<file path="config.mk">
export PLATFORM = sky130hd
export DESIGN_NAME = core_fetch
export DESIGN_NICKNAME = d
export VERILOG_FILES = /design/src/rtl/core_pkg.sv /design/src/rtl/core_fetch_instret_counter.sv /design/src/rtl/core_fetch.sv
export SDC_FILE = /design/constraint.sdc
export NUM_CORES = 1
export LEC_CHECK = 0
export ABC_CLOCK_PERIOD_IN_PS = 2350
export CAP_MARGIN = 40
export CORE_MARGIN = 4
export CORE_UTILIZATION = 25
export CTS_BUF_LIST = sky130_fd_sc_hd__clkbuf_4 sky130_fd_sc_hd__clkbuf_8
export CTS_CLUSTER_DIAMETER = 60
export DETAILED_ROUTE_END_ITERATION = 16
export PLACE_DENSITY = 0.57
export SYNTH_ARGS = -nofsm -noshare
export SYNTH_HDL_FRONTEND = slang
export SYNTH_SLANG_ARGS = --single-unit
export TNS_END_PERCENT = 20
</file>
<file path="constraint.sdc">
create_clock -name clk -period 2.35 [get_ports clk]
set_input_delay 0.705 -clock clk [delete_from_list [all_inputs] [get_ports clk]]
set_output_delay 0.705 -clock clk [all_outputs]
set_load 0.02 [all_outputs]
</file>
<file path="src/rtl/core_pkg.sv">
// Shared types and constants for the rv32 core front end.
// Latency: n/a (declarations only).
// Backpressure: n/a.
package core_pkg;

    typedef enum logic [1:0] {
        ST_IDLE  = 2'd0,
        ST_FETCH = 2'd1,
        ST_EXEC  = 2'd2,
        ST_HALT  = 2'd3
    } fetch_state_t;

    localparam logic [1:0]  HALT_NONE     = 2'd0;
    localparam logic [1:0]  HALT_SYSTEM   = 2'd1;
    localparam logic [1:0]  HALT_MISALIGN = 2'd2;

    localparam logic [6:0]  OPC_SYSTEM = 7'b1110011;
    localparam logic [31:0] NOP_INSN   = 32'h0000_0013;

    function automatic logic is_system(input logic [31:0] insn);
        return insn[6:0] == OPC_SYSTEM;
    endfunction

endpackage

</file>
<file path="src/rtl/core_fetch_instret_counter.sv">
// Retired-instruction counter: wide free-running counter with increment enable.
// Latency: count reflects an increment one cycle after inc is sampled.
// Backpressure: none; wraps silently at all-ones.
module instret_counter #(
    parameter int W = 64
) (
    input  logic         clk,
    input  logic         clr_n,
    input  logic         inc,
    output logic [W-1:0] count
);

    always_ff @(posedge clk or negedge clr_n) begin
        if (!clr_n) begin
            count <= '0;
        end else if (inc) begin
            count <= count + W'(1);
        end
    end

endmodule

</file>
<file path="src/rtl/core_fetch.sv">
// Instruction sequencer: fetches over req/rvalid, strobes active once per instruction.
// Latency: 2 cycles per instruction minimum, +1 per memory wait cycle.
// Backpressure: stall blocks new requests only; outstanding requests run to completion.
module core_fetch
    import core_pkg::*;
#(
    parameter logic [31:0] RESET_PC = 32'h0000_0000
) (
    input  logic        clk,
    input  logic        rst_n,
    input  logic        stall,
    output logic        imem_req,
    output logic [31:0] imem_addr,
    input  logic        imem_rvalid,
    input  logic [31:0] imem_rdata,
    output logic        active,
    output logic [31:0] pc,
    output logic [31:0] ir,
    input  logic [31:0] nextpc,
    output logic        halted,
    output logic [1:0]  halt_cause,
    output logic [63:0] instret
);

    fetch_state_t state;

    // The request address is the architectural PC; pc only moves while no request is out.
    assign imem_addr = pc;

    always_ff @(posedge clk or negedge rst_n) begin
        if (!rst_n) begin
            state      <= ST_IDLE;
            imem_req   <= 1'b0;
            pc         <= RESET_PC;
            ir         <= NOP_INSN;
            active     <= 1'b0;
            halted     <= 1'b0;
            halt_cause <= HALT_NONE;
        end else begin
            case (state)
                ST_IDLE: begin
                    if (!stall) begin
                        state    <= ST_FETCH;
                        imem_req <= 1'b1;
                    end
                end
                ST_FETCH: begin
                    if (imem_rvalid) begin
                        ir       <= imem_rdata;
                        imem_req <= 1'b0;
                        if (is_system(imem_rdata)) begin
                            state      <= ST_HALT;
                            halted     <= 1'b1;
                            halt_cause <= HALT_SYSTEM;
                        end else begin
                            state  <= ST_EXEC;
                            active <= 1'b1;
                        end
                    end
                end
                ST_EXEC: begin
                    active <= 1'b0;
                    // A misaligned target halts with pc still naming the faulting instruction.
                    if (nextpc[1:0] != 2'b00) begin
                        state      <= ST_HALT;
                        halted     <= 1'b1;
                        halt_cause <= HALT_MISALIGN;
                    end else begin
                        pc <= nextpc;
                        if (!stall) begin
                            state    <= ST_FETCH;
                            imem_req <= 1'b1;
                        end else begin
                            state <= ST_IDLE;
                        end
                    end
                end
                ST_HALT: begin
                    imem_req <= 1'b0;
                    active   <= 1'b0;
                end
                default: begin
                    state <= ST_HALT;
                end
            endcase
        end
    end

    // The instruction retires in its EXEC cycle, whatever happens to nextpc.
    instret_counter #(.W(64)) u_instret (
        .clk   (clk),
        .clr_n (rst_n),
        .inc   (state == ST_EXEC),
        .count (instret)
    );

endmodule

</file>
# [Word-level counts from Yosys, hierarchy flattened]
# Cells that the tools add are included.
[word_totals] ff_bits=135 input_bits=68 output_inout_bits=165 elab_cells=53
[classes] n_addsub=1 n_eq_ne=10 muxes=21 bitwise=1 reduce_logical=12
[op_table] op="$add 64x1->64 const B" n=1
[op_table] op="$mux 2" n=6
[op_table] op="$ne 2x2->1 const B" n=6
[op_table] op="$mux 1" n=10
[op_table] op="$eq 7x7->1 const B" n=1
[op_table] op="$pmux 2 s3" n=1
[op_table] op="$reduce_and 2->1" n=3
[op_table] op="$reduce_and 3->1" n=2
[op_table] op="$reduce_bool 2->1" n=3
[op_table] op="$eq 2x2->1 const B" n=2
[op_table] op="$pmux 1 s2" n=2
[op_table] op="$pmux 1 s4" n=1
[op_table] op="$pmux 2 s2" n=1
[op_table] op="$reduce_and 4->1" n=1
[op_table] op="$reduce_bool 3->1" n=1
[op_table] op="$eq 2x1->1 const B" n=1
[op_table] op="$logic_not 2->1" n=1
[op_table] op="$reduce_or 2->1" n=1
[op_table] op="$not 1->1" n=1

# [Logic depth before layout (Yosys ltp)]
[logic_depth] ltp_word=4 ltp_mapped=8 ltp_nobuf=7

# [By module]
# From an unflattened synthesis, not the netlist that was laid out.
[unflattened] cells_unflattened=505 area_unflattened_um2=6195.9
[modules_own_cells] mod="core_fetch" n_inst=1 cells_each=220 area_per_inst_um2=3098.0 seq_area_each_um2=1780.5
[modules_own_cells] mod="instret_counter" n_inst=1 cells_each=285 area_per_inst_um2=3098.0 seq_area_each_um2=1601.5

# [Worst setup path before layout]
# Ideal clock, no wire load.
[synth_path] kind="register to register" startpoint="reg u_instret.count[0]" endpoint="reg u_instret.count[54]" setup_ns=0.131 t_arrival_ns=1.986 required_ns=2.219 slack_ns=0.234 path_stages_with_launch=7 n_path_buf=0 synth_period_minus_slack_ns=2.116 path_cell_list="dfrtp_1 -> ha_1 -> inv_1 -> or4_4 -> nor4_4 -> nand4_1 -> xnor2_1"
[synth_via] elab_chain_cells=1
[synth_lines] element="start, declared" line="core_fetch_instret_counter.sv:10" source="output logic [W-1:0] count"
[synth_lines] element="start signal, assigned" line="core_fetch_instret_counter.sv:17" source="count <= count + W'(1);"
[synth_lines] element="$add 64x1->64" line="core_fetch_instret_counter.sv:17"
# Every way passes these cells.
# A chain may end at the register's enable or synchronous reset.

# [Worst setup path after layout]
[layout_path] startpoint="reg ir[0]" endpoint="out ir[0]"
[layout_rtl] element="start, declared" line="core_fetch.sv:18" source="output logic [31:0] ir,"
[layout_rtl] element="start signal, assigned" line="core_fetch.sv:49" source="ir <= imem_rdata;"
# No word-level cell between the ends.

==> impl_results.md <==
* WP data arrival at between 1.5 and 2 ns
* Mapped Cells at 495
* Family with the most delay on the worst path: buffers and inverters
* Logic pwr share at 0.434
* P_int at 6200 uW
* Cell variety after synth at 36
* Reg area at 3380 sq um
* Mean post-synth cell area at about 12 sq um
* Vias at 4624
* Ranking of synthesized cells by area: dfrtp_1 (55%), mux2_2 (12%), xnor2_1 (5.8%), buf_4 (4.0%), xor2_1 (3.3%)
* Dominant cell type by area after synthesis: dfrtp_1
* Final period util at 0.964
* PD cells at 1040 nW/um^2
* Cell count after placement at 1030
* Leakage at 0.00401 uW
* Inserted Diodes at 0
* Worst Skew at 0.0179 ns
* Peak supply drop at about 0.00041 V
* Fin crit period at 2.27 ns
* CTS tree: done
* Final Max Slew Viols at 0
* Rows at between 50 and 60
* Die area at 26700 sq um
* Total gr overflow at 0
* Clock Sinks at 135
* Worst skew pair latency at about 0.43 ns
* Root cell of the clock tree: clkbuf_8
* FF-to-FF setup slack at 0.18 ns
* Hold Vio Cnt, Final at 0
* Iter 0 DRT Violations at 159
* Fin nets at 803
* GP Congestion at 0.732
* Multi-input gate area at 2340 sq um
* Core region area at around 24000 sq um
* Post-Layout Cell Count at 1060
* Post-CTS Setup Repair Bufs at 0
* WL/cell at 16.3 microns
* Crit-path max cell delay at 0.62 ns
* Max-Cap Viols at 0
* Seq/Total Area, Yosys at 0.561
* Cell area after synthesis at approximately 6000 sq um
* Clock slew at reported path FFs at around 0.080 ns
* CP max FO at 2
* Flops & latches, synth at ~140
* Die H at 163 microns
* CP Buf/Inv Count at 1
* WP data required at 1.64 ns
* Initial core utilization at 0.255
* Share of cells above drive strength 1 at 0.179
* Relative slew slack at 0.707
* Fmax achieved at around 440 MHz
* Synthesis-to-layout area growth at 51.4%
* Status: finished, final reports clean
* Fillers at ~2300
* Crit path max-delay cell type: clkdlybuf4s50_1
* H-tree levels at 4
* CTS max path bufs at 2
* Clk network pwr share at 0.209
* Warnings from Yosys at 0
* Setup crit start kind: flop
* Final setup fails at 0
* # DRC at 0
* GRT Total Usage at 0.129
* Global-route wire length before repair at approximately 27000 microns
* DP HPWL at 13100 microns
* Worst Tran Pin Value at around 0.43 ns
* Switching Share at 0.348
* WL final at 17300 microns
* First-pass iteration count of the detailed router at 5
* Count of input and output buffers at 232
* Ports at 233
* Total CTS buffers at 17
* Seq pwr share at 0.357
* Largest net degree at the start of global routing at 41
* Worst setup EP type: output port
* Switching power at ~3300 uW
* Top cell type's share of synthesized area at 0.548
* Detail-routed via count per cell at 4.36
* Syn nets at between 500 and 600
* Hold Crit Class: input pin to asynchronous set/reset pin
* TNS Setup at 0 ns
* Crit path cell chain: clkdlybuf4s50_1
* Initial antenna violation count at 0
* RSZ-0062 raised after global routing: true
* CP Class: flop to output port
* Die extent in x at around 160 microns
* Vias in the first global route at about 4700
* Routed Antenna Nets at 0
area by class of cell:
type / count / share of cell area
Inverter: 10 / 0.00411
Timing Repair Buffer: 257 / 0.282
Tap cell: 319 / 0.0437
Clock buffer: 23 / 0.0333
Sequential cell: 135 / 0.371
Multi-Input combinational cell: 309 / 0.256
Clock inverter: 7 / 0.0103
power groups by stage:
stage	combinational, uW	clock (uW)	sequential [uW]
floorplan	1570	0	4140
global placement	4160	0	3440
detailed placement	4190	0	3450
CTS	4190	2070	3410
global route	4350	2170	3500
finish	4130	1990	3390
worst paths after layout:
kind	startpoint	end	cells past startpoint
min reg2reg	u_instret.count[63]	u_instret.count[63]	1
min in group clk	u_instret.count[63]	u_instret.count[63]	1
max	ir[0]	ir[0]	1
max reg2reg	state[0]	u_instret.count[35]	8
min	rst_n	u_instret.count[26]	1
max in group asynchronous	rst_n	ir[0]	2
worst register-to-register path, cell delays in order, from the launching register on:
cell and delay (ns):
dfrtp_1 0.40, inv_1 0.11, ha_1 0.19, nand3_1 0.15
nor4_4 0.35, buf_4 0.20, nand4_1 0.28, nor3_1 0.28
xor2_1 0.16
kinds of logic (layout without fill, tap and decap cells):
logic type,count (synthesis),in the layout,share of synthesized area
mux,63,63,0.118
buf+inv,51,297,0.0517
compound gates,16,16,0.0174
flops,135,135,0.561
simple gates,162,162,0.150
fa+ha+maj,5,5,0.0104
xor+xnor,63,63,0.0915
cells in the mapped netlist:
cell type / number
nand4_1: 27
xnor2_1: 40
clkbuf_1: 6
a21boi_0: 1
and3_1: 8
nand3_1: 30
nor3_1: 9
and2_1: 4
or2_2: 2
xor2_1: 23
inv_1: 10
nor2_1: 29
or4_4: 1
nor4_2: 4
dfstp_2: 3
a2111oi_0: 1
nor4_4: 2
mux2_2: 63
ha_1: 5
nand4_4: 1
a211o_1: 1
nand4b_1: 1
and4_1: 5
a21o_1: 1
o211ai_1: 1
o21ai_0: 4
nand2b_1: 1
buf_1: 3
o31ai_1: 2
nor4_1: 3
nand2_1: 30
a21oi_1: 4
o21ba_2: 1
nor2b_1: 5
buf_4: 32
dfrtp_1: 132
flip-flops by register name, indices dropped and copies added (netlist names):
register,count
halted,1
imem_addr,32
halt_cause,2
state,2
active,1
ir,32
u_instret.count,64
imem_req,1
cell usage in the layout, fill, tap and decap left out, types with 5 or more instances in the layout:
master / instances
mux2_2: 63
xnor2_1: 40
inv_1: 10
and4_1: 5
nand3_1: 30
clkdlybuf4s50_1: 219
nor2_1: 29
nand4_1: 27
nor3_1: 9
ha_1: 5
clkbuf_8: 21
nor2b_1: 5
dlymetal6s2s_1: 11
buf_4: 22
dfrtp_1: 132
xor2_1: 23
nand2_1: 30
and3_1: 8
per-layer routing:
| layer | share of wire | global-route usage |
|---|---|---|
| met4 | 0.014 | 0.0396 |
| met1 | 0.44 | 0.167 |
| met3 | 0.087 | 0.0447 |
| met2 | 0.46 | 0.205 |
| met5 | 0 | 0 |
timing repair:
action | in CTS | in global routing
hold buffers | 0 | 0
resized for setup | 1 | 11
gates cloned | 0 | 0
setup endpoints to repair | 1 | 13
through the flow:
step           area [sq um]  hold slack, ns  total power [uW]   util  setup WS, ns
4_1_cts                9100           0.163              9660  0.385       0.00425
5_1_grt                9130           0.180             10000  0.387       -0.0139
2_1_floorplan          6030           0.409              5720      -         0.234
3_3_place_gp           8700           0.465              7600  0.369        0.0403
3_5_place_dp           8700           0.458              7640  0.369       -0.0164
6_report               9130           0.187              9500  0.387        0.0837
Power figures use the tool's default switching activity.
